File: config.mk
export PLATFORM = sky130hd
export DESIGN_NAME = alu_arbiter_flat
export DESIGN_NICKNAME = d
export VERILOG_FILES = /design/src/rtl/alu_arb_pkg.sv /design/src/rtl/alu_arb_if.sv /design/src/rtl/alu_arbiter_datapath.sv /design/src/rtl/alu_arbiter.sv /design/src/flat_wrapper.sv
export SDC_FILE = /design/constraint.sdc
export NUM_CORES = 1
export LEC_CHECK = 0
export CAP_MARGIN = 20
export CELL_PAD_IN_SITES_DETAIL_PLACEMENT = 1
export CELL_PAD_IN_SITES_GLOBAL_PLACEMENT = 2
export CORE_ASPECT_RATIO = 2
export CORE_MARGIN = 1
export CORE_UTILIZATION = 30
export DETAILED_ROUTE_END_ITERATION = 8
export PLACE_DENSITY_LB_ADDON = 0.15
export SLEW_MARGIN = 10
export SYNTH_ARGS = -nofsm -noshare
export SYNTH_HDL_FRONTEND = slang
export SYNTH_HIERARCHICAL = 1
export SYNTH_SLANG_ARGS = --single-unit
export TNS_END_PERCENT = 1
File: constraint.sdc
create_clock -name clk -period 4.6 [get_ports clk]
set_input_delay 0.92 -clock clk [delete_from_list [all_inputs] [get_ports clk]]
set_output_delay 0.92 -clock clk [all_outputs]
set_load 0.02 [all_outputs]
File: src/rtl/alu_arb_pkg.sv
// Shared types and constants for the ALU arbiter slice.
package alu_arb_pkg;

    localparam int DW = 16;

    typedef enum logic [2:0] {
        OP_NEG    = 3'b000,
        OP_INC    = 3'b001,
        OP_ADDC   = 3'b010,
        OP_ADDSHR = 3'b011,
        OP_AND    = 3'b100,
        OP_OR     = 3'b101,
        OP_CAT    = 3'b110,
        OP_ZERO   = 3'b111
    } opc_e;

    typedef enum logic [1:0] {
        S_IDLE = 2'd0,
        S_EXEC = 2'd1,
        S_RESP = 2'd2
    } state_e;

endpackage

File: src/rtl/alu_arb_if.sv
// Request/response bundle between NREQ requesters and the shared ALU.
// master = requester/consumer side, slave = arbiter side.
interface alu_arb_if #(parameter int NREQ = 2);
    import alu_arb_pkg::*;

    localparam int IDW = (NREQ > 1) ? $clog2(NREQ) : 1;

    logic [NREQ-1:0]         req_valid;
    logic [NREQ-1:0]         req_ready;
    logic [NREQ-1:0][DW-1:0] req_a;
    logic [NREQ-1:0][DW-1:0] req_b;
    logic [NREQ-1:0]         req_c;
    logic [NREQ-1:0][2:0]    req_opc;
    logic                    rsp_valid;
    logic                    rsp_ready;
    logic [IDW-1:0]          rsp_id;
    logic [DW-1:0]           rsp_w;
    logic                    rsp_zer;
    logic                    rsp_neg;

    modport master (
        output req_valid, req_a, req_b, req_c, req_opc, rsp_ready,
        input  req_ready, rsp_valid, rsp_id, rsp_w, rsp_zer, rsp_neg
    );

    modport slave (
        input  req_valid, req_a, req_b, req_c, req_opc, rsp_ready,
        output req_ready, rsp_valid, rsp_id, rsp_w, rsp_zer, rsp_neg
    );

endinterface

File: src/rtl/alu_arbiter_datapath.sv
// Combinational 16-bit ALU; all arithmetic wraps, carries are dropped.
module alu_datapath
    import alu_arb_pkg::*;
(
    input  logic [DW-1:0] A,
    input  logic [DW-1:0] B,
    input  logic          c,
    input  opc_e          opc,
    output logic [DW-1:0] W,
    output logic          zer,
    output logic          neg
);

    // Opcode decode
    always_comb begin
        W = '0;
        case (opc)
            OP_NEG:    W = '0 - A;
            OP_INC:    W = A + 16'd1;
            OP_ADDC:   W = A + B + {{(DW-1){1'b0}}, c};
            OP_ADDSHR: W = A + (B >> 1);
            OP_AND:    W = A & B;
            OP_OR:     W = A | B;
            OP_CAT:    W = {A[7:0], B[7:0]};
            default:   W = '0;
        endcase
    end

    assign zer = (W == '0);
    assign neg = W[DW-1];

endmodule

File: src/rtl/alu_arbiter.sv
// Round-robin arbiter in front of one shared ALU: IDLE -> EXEC -> RESP.
// Optional feature macro: ALU_ARB_STATS_EN adds a saturating op_count output.
module alu_arbiter
    import alu_arb_pkg::*;
#(
    parameter int NREQ = 2
) (
    input  logic          clk,
    input  logic          rst,
    alu_arb_if.slave      bus
`ifdef ALU_ARB_STATS_EN
    ,
    output logic [DW-1:0] op_count
`endif
);

    localparam int IDW = (NREQ > 1) ? $clog2(NREQ) : 1;

    state_e          state_q;
    logic [IDW-1:0]  last_q;
    logic [DW-1:0]   a_q, b_q;
    logic            c_q;
    opc_e            opc_q;
    logic            rsp_valid_q;
    logic [IDW-1:0]  rsp_id_q;
    logic [DW-1:0]   rsp_w_q;
    logic            rsp_zer_q, rsp_neg_q;

    logic            gnt_vld;
    logic [IDW-1:0]  gnt_idx;
    logic [IDW-1:0]  cand;
    logic [NREQ-1:0] ready_d;
    logic [DW-1:0]   alu_w;
    logic            alu_zer, alu_neg;

    // Round-robin pick: first valid requester after last_q, wrapping
    always_comb begin
        gnt_vld = 1'b0;
        gnt_idx = '0;
        cand    = '0;
        for (int k = 1; k <= NREQ; k++) begin
            cand = IDW'((int'(last_q) + k) % NREQ);
            if (!gnt_vld && bus.req_valid[cand]) begin
                gnt_vld = 1'b1;
                gnt_idx = cand;
            end
        end
    end

    // Acceptance strobe is same-cycle, only while IDLE
    always_comb begin
        ready_d = '0;
        if (state_q == S_IDLE && gnt_vld)
            ready_d[gnt_idx] = 1'b1;
    end

    alu_datapath u_dp (
        .A   (a_q),
        .B   (b_q),
        .c   (c_q),
        .opc (opc_q),
        .W   (alu_w),
        .zer (alu_zer),
        .neg (alu_neg)
    );

    // Control FSM with registered response outputs
    always_ff @(posedge clk) begin
        if (rst) begin
            state_q     <= S_IDLE;
            last_q      <= IDW'(NREQ - 1);
            a_q         <= '0;
            b_q         <= '0;
            c_q         <= 1'b0;
            opc_q       <= OP_ZERO;
            rsp_valid_q <= 1'b0;
            rsp_id_q    <= '0;
            rsp_w_q     <= '0;
            rsp_zer_q   <= 1'b0;
            rsp_neg_q   <= 1'b0;
        end else begin
            case (state_q)
                S_IDLE: begin
                    if (gnt_vld) begin
                        a_q     <= bus.req_a[gnt_idx];
                        b_q     <= bus.req_b[gnt_idx];
                        c_q     <= bus.req_c[gnt_idx];
                        opc_q   <= opc_e'(bus.req_opc[gnt_idx]);
                        last_q  <= gnt_idx;
                        state_q <= S_EXEC;
                    end
                end
                S_EXEC: begin
                    rsp_w_q     <= alu_w;
                    rsp_zer_q   <= alu_zer;
                    rsp_neg_q   <= alu_neg;
                    rsp_id_q    <= last_q;
                    rsp_valid_q <= 1'b1;
                    state_q     <= S_RESP;
                end
                S_RESP: begin
                    if (bus.rsp_ready) begin
                        rsp_valid_q <= 1'b0;
                        state_q     <= S_IDLE;
                    end
                end
                default: state_q <= S_IDLE;
            endcase
        end
    end

    assign bus.req_ready = ready_d;
    assign bus.rsp_valid = rsp_valid_q;
    assign bus.rsp_id    = rsp_id_q;
    assign bus.rsp_w     = rsp_w_q;
    assign bus.rsp_zer   = rsp_zer_q;
    assign bus.rsp_neg   = rsp_neg_q;

`ifdef ALU_ARB_STATS_EN
    logic [DW-1:0] op_count_q;

    // Completed-response counter, sticks at all-ones
    always_ff @(posedge clk) begin
        if (rst)
            op_count_q <= '0;
        else if (rsp_valid_q && bus.rsp_ready && op_count_q != '1)
            op_count_q <= op_count_q + 16'd1;
    end

    assign op_count = op_count_q;
`endif

endmodule

File: src/flat_wrapper.sv
// flat-port wrapper written by rule: the top's interface ports become plain ports
module alu_arbiter_flat import alu_arb_pkg::*;
#(
    parameter int NREQ = 2
)
  (clk, rst, bus_req_valid, bus_req_a, bus_req_b, bus_req_c, bus_req_opc, bus_rsp_ready, bus_req_ready, bus_rsp_valid, bus_rsp_id, bus_rsp_w, bus_rsp_zer, bus_rsp_neg);
  alu_arb_if #(.NREQ(NREQ)) bus_i ();
  input  logic clk;
  input  logic rst;
  input wire logic [$bits(bus_i.req_valid)-1:0] bus_req_valid;
  input wire logic [$bits(bus_i.req_a)-1:0] bus_req_a;
  input wire logic [$bits(bus_i.req_b)-1:0] bus_req_b;
  input wire logic [$bits(bus_i.req_c)-1:0] bus_req_c;
  input wire logic [$bits(bus_i.req_opc)-1:0] bus_req_opc;
  input wire logic [$bits(bus_i.rsp_ready)-1:0] bus_rsp_ready;
  output wire logic [$bits(bus_i.req_ready)-1:0] bus_req_ready;
  output wire logic [$bits(bus_i.rsp_valid)-1:0] bus_rsp_valid;
  output wire logic [$bits(bus_i.rsp_id)-1:0] bus_rsp_id;
  output wire logic [$bits(bus_i.rsp_w)-1:0] bus_rsp_w;
  output wire logic [$bits(bus_i.rsp_zer)-1:0] bus_rsp_zer;
  output wire logic [$bits(bus_i.rsp_neg)-1:0] bus_rsp_neg;
  assign bus_i.req_valid = bus_req_valid;
  assign bus_i.req_a = bus_req_a;
  assign bus_i.req_b = bus_req_b;
  assign bus_i.req_c = bus_req_c;
  assign bus_i.req_opc = bus_req_opc;
  assign bus_i.rsp_ready = bus_rsp_ready;
  assign bus_req_ready = bus_i.req_ready;
  assign bus_rsp_valid = bus_i.rsp_valid;
  assign bus_rsp_id = bus_i.rsp_id;
  assign bus_rsp_w = bus_i.rsp_w;
  assign bus_rsp_zer = bus_i.rsp_zer;
  assign bus_rsp_neg = bus_i.rsp_neg;
  alu_arbiter #(.NREQ(NREQ)) u_core (.clk(clk), .rst(rst), .bus(bus_i));
endmodule
==> results by group, run 1 <==
Synth
  – Unique cell type count in the Yosys netlist: 69
  – Post-Syn Area per Cell: 7.22 um^2
  – Synthesized area: 5570 um^2
  – #FFs+latches synth: 59
  – Synth warn: 6
  – Async set or reset register ratio after synthesis: 0%
  – Post-synth EDFFs: 0
  – Post-synthesis adder-cell area fraction: 11.9%
  – Mapped Cells: 771
  – Mux cell area share after synthesis: 1.66%
  – Synth Area in Simple Gates: 27.2%
  – Prevailing post-synth register cell: dfxtp_1
  – Synthesized Nets: 899
  – Post-synthesis sequential area ratio: 21.2%
  – XOR/XNOR Fraction of Synth Area: 3.91%
  – Compound-Gate Fraction of Synth Area: 26.2%
  – Largest family of logic cells by synthesized area: simple AND/OR/NAND/NOR gates

Floorplanning
  – Ports: 99
  – Core footprint: 18200 um^2
  – Chip height: 195 um
  – # rows: 70
  – Die width: 98.3 um
  – Die ar.: 19100 um^2
  – Initial Utilization: 30.6%

Timing
  – Setup violations, final: 0
  – Post-layout min period: 4070 ps
  – Final TNS setup: 0 ps
  – Final Hold Viols: 0
  – Worst slew margin: 34.8%
  – Max Transition Viols Final: 0
  – Crit share post-route: 88.6%
  – Worst setup margin: 525 ps
  – Fmax: 245 MHz
  – RSZ-0062 raised after global routing: false
  – Worst-margin pin slew: 971 ps
  – Final clock skew: 5.93 ps

Power
  – Leakage: 0.00275 uW
  – Pwr dens: 301 nW/um^2
  – Worst vdd ir: 175 uV

Drt
  – Post-Route WL: 24.2 mm
  – Post-route ant nets: 0
  – DR DRC count: 0
  – Detailed-route via count: 6286
  – Vias per cell: 5.89
  – Drt pass-1 iters: 7
  – Wire per inst: 22.7 um
  – First DRT Iteration DRCs: 257

Worst setup path
  – CP Capture Type: register
  – RR Startpoint: u_core/opc_q[0]
  – CP Launch Point: u_core/opc_q[0]
  – CP required: 4880 ps
  – R2R Path End: u_core/bus.rsp_zer
  – Critical path startpoint category: register
  – Setup CP Type: register to register
  – Reg2reg setup slack: 530 ps
  – Critical-path maximum fanout: 17
  – Worst-case reg-to-reg path depth: 14
  – Worst EP arrival: 4360 ps
  – Worst Setup EP: u_core/bus.rsp_zer

Clock tree
  – Setup repair bufs after CTS: 0
  – Cts repair resizes: 0
  – Clock buffer depth: 2
  – # hold bufs at CTS: 0
  – CTS root buffer: clkbuf_16
  – Clk pin slew, worst setup/hold paths: 50 ps
  – Htree depth: 3
  – CTS Buf Count: 9
  – Worst-Skew Late Latency: 350 ps
  – CTS tree: yes
  – Sink Count: 59

Cells and area
  – Sequential standard cell area: 1180 um^2
  – Final Non-Filler Cells: 1068
  – Multi-input logic area: 3960 um^2
  – Antenna cells: 0
  – Fillers: 2256
  – Most frequent cells in the layout: clkdlybuf4s50_1, nand3_1, nand2_1
  – Area Overhead vs Synth: 26.9%
  – Layout cells sized above 1: 6.69%
  – Final nets: 976
  – Most common cell after layout, fill and taps aside: clkdlybuf4s50_1

Run
  – Max_cap viols: 0

Placed design
  – IO buf count: 98
  – # placed instances: 1051
  – Place WS: 590 ps
  – Gpl congestion: 0.965
  – DPL Wire Length: 19.5 mm

GRT
  – Overall Global Routing Usage: 25.8%
  – Grt ovf: 0
  – Vias in the first global route: 6798
  – Initial antenna violation count: 0
  – Largest net degree at the start of global routing: 60
  – First-pass GRT wire length: 37.4 mm

Min path
  – Hold crit path type: register to register

Outcome
  – Status: complete, no violations
cells by family after synthesis:
kind of cell	after synthesis
fa+ha+maj	51
simple gates	286
compound gates	238
flops	59
buf+inv	104
mux	9
xor+xnor	24
area by class of cell:
type	instances	share of cell area (%)
Timing Repair Buffer	122	16.6
Sequential cell	59	16.7
Clock inverter	4	0.708
Tap cell	216	3.83
Inverter	48	2.55
Clock buffer	11	3.58
Multi-Input combinational cell	608	56.0
routing by layer:
metal	routed length [um]	GRT usage [%]
met1	8260	23.3
met2	13400	50.1
met3	696	3.13
met4	1860	20.7
met5	0	0
report_power, final:
part | switching (uW) | internal, uW
Clock | 248 | 444
Sequential | 62.9 | 555
Combinational | 486 | 330
worst min-delay path by stage:
stage          slack, ps                  from                    to  cells after the start
6_report             450   u_core/bus.rsp_w[7]   u_core/bus.rsp_w[7]                      2
2_1_floorplan        450              register     u_core/bus.rsp_id                      2
3_3_place_gp         440  u_core/bus.rsp_w[10]  u_core/bus.rsp_w[10]                      2
4_1_cts              460   u_core/bus.rsp_w[8]   u_core/bus.rsp_w[8]                      2
5_1_grt              480   u_core/bus.rsp_w[4]   u_core/bus.rsp_w[4]                      2
3_5_place_dp         450   u_core/bus.rsp_w[8]   u_core/bus.rsp_w[8]                      2
worst max-delay path, cell delays in order (launching register included):
cell	delay (ps)
dfxtp_1	320
nor2b_1	640
buf_4	360
and3_1	200
ha_1	310
a21oi_1	270
nor2b_1	90
a311oi_1	530
o21ai_0	230
mux2i_1	190
o211ai_1	150
nor4_1	350
and3_1	200
nand2_1	50
a21oi_1	110
Yosys cell counts, drive strengths merged (16+ instances only):
cell type | number | share of area (%)
buf | 24 | 2.5
and3 | 19 | 2.1
inv | 48 | 3.2
nor2 | 26 | 1.8
dfxtp | 59 | 21
a21oi | 52 | 4.7
nand2 | 70 | 4.7
clkbuf | 32 | 2.2
xnor2 | 16 | 2.7
nor3 | 16 | 1.4
o21ai | 71 | 6.4
a31oi | 36 | 4.0
ha | 48 | 11
nand3 | 84 | 7.6
stage by stage:
stage | util (%) | cell area [um^2] | hold WS [ps] | power, uW
final | 38.8 | 7070 | 452 | 2130
after global routing | 38.8 | 7070 | 476 | 2230
after CTS | 38.6 | 7030 | 456 | 2140
after detailed placement | 36.9 | 6730 | 448 | 1430
after global placement | 36.9 | 6730 | 443 | 1410
after floorplan | - | 5570 | 453 | 1110
flip-flops by register name, indices dropped and copies added, names as in the netlist, named ones only:
| signal | flops |
|---|---|
| u_core/bus.rsp_w | 16 |
| u_core/bus.rsp_neg | 1 |
| u_core/a_q | 16 |
| u_core/bus.rsp_valid | 1 |
| u_core/bus.rsp_id | 1 |
| u_core/opc_q | 3 |
| u_core/state_q | 2 |
| u_core/b_q | 16 |
| u_core/c_q | 1 |
| u_core/bus.rsp_zer | 1 |
(Power assumes the default switching activity.)
==> run 2, diff against run 1 <==
TNS_END_PERCENT = not set   (was 1)
==> results of run 2 <==
The final DEF is identical to that of run 1; final timing and power are the same.
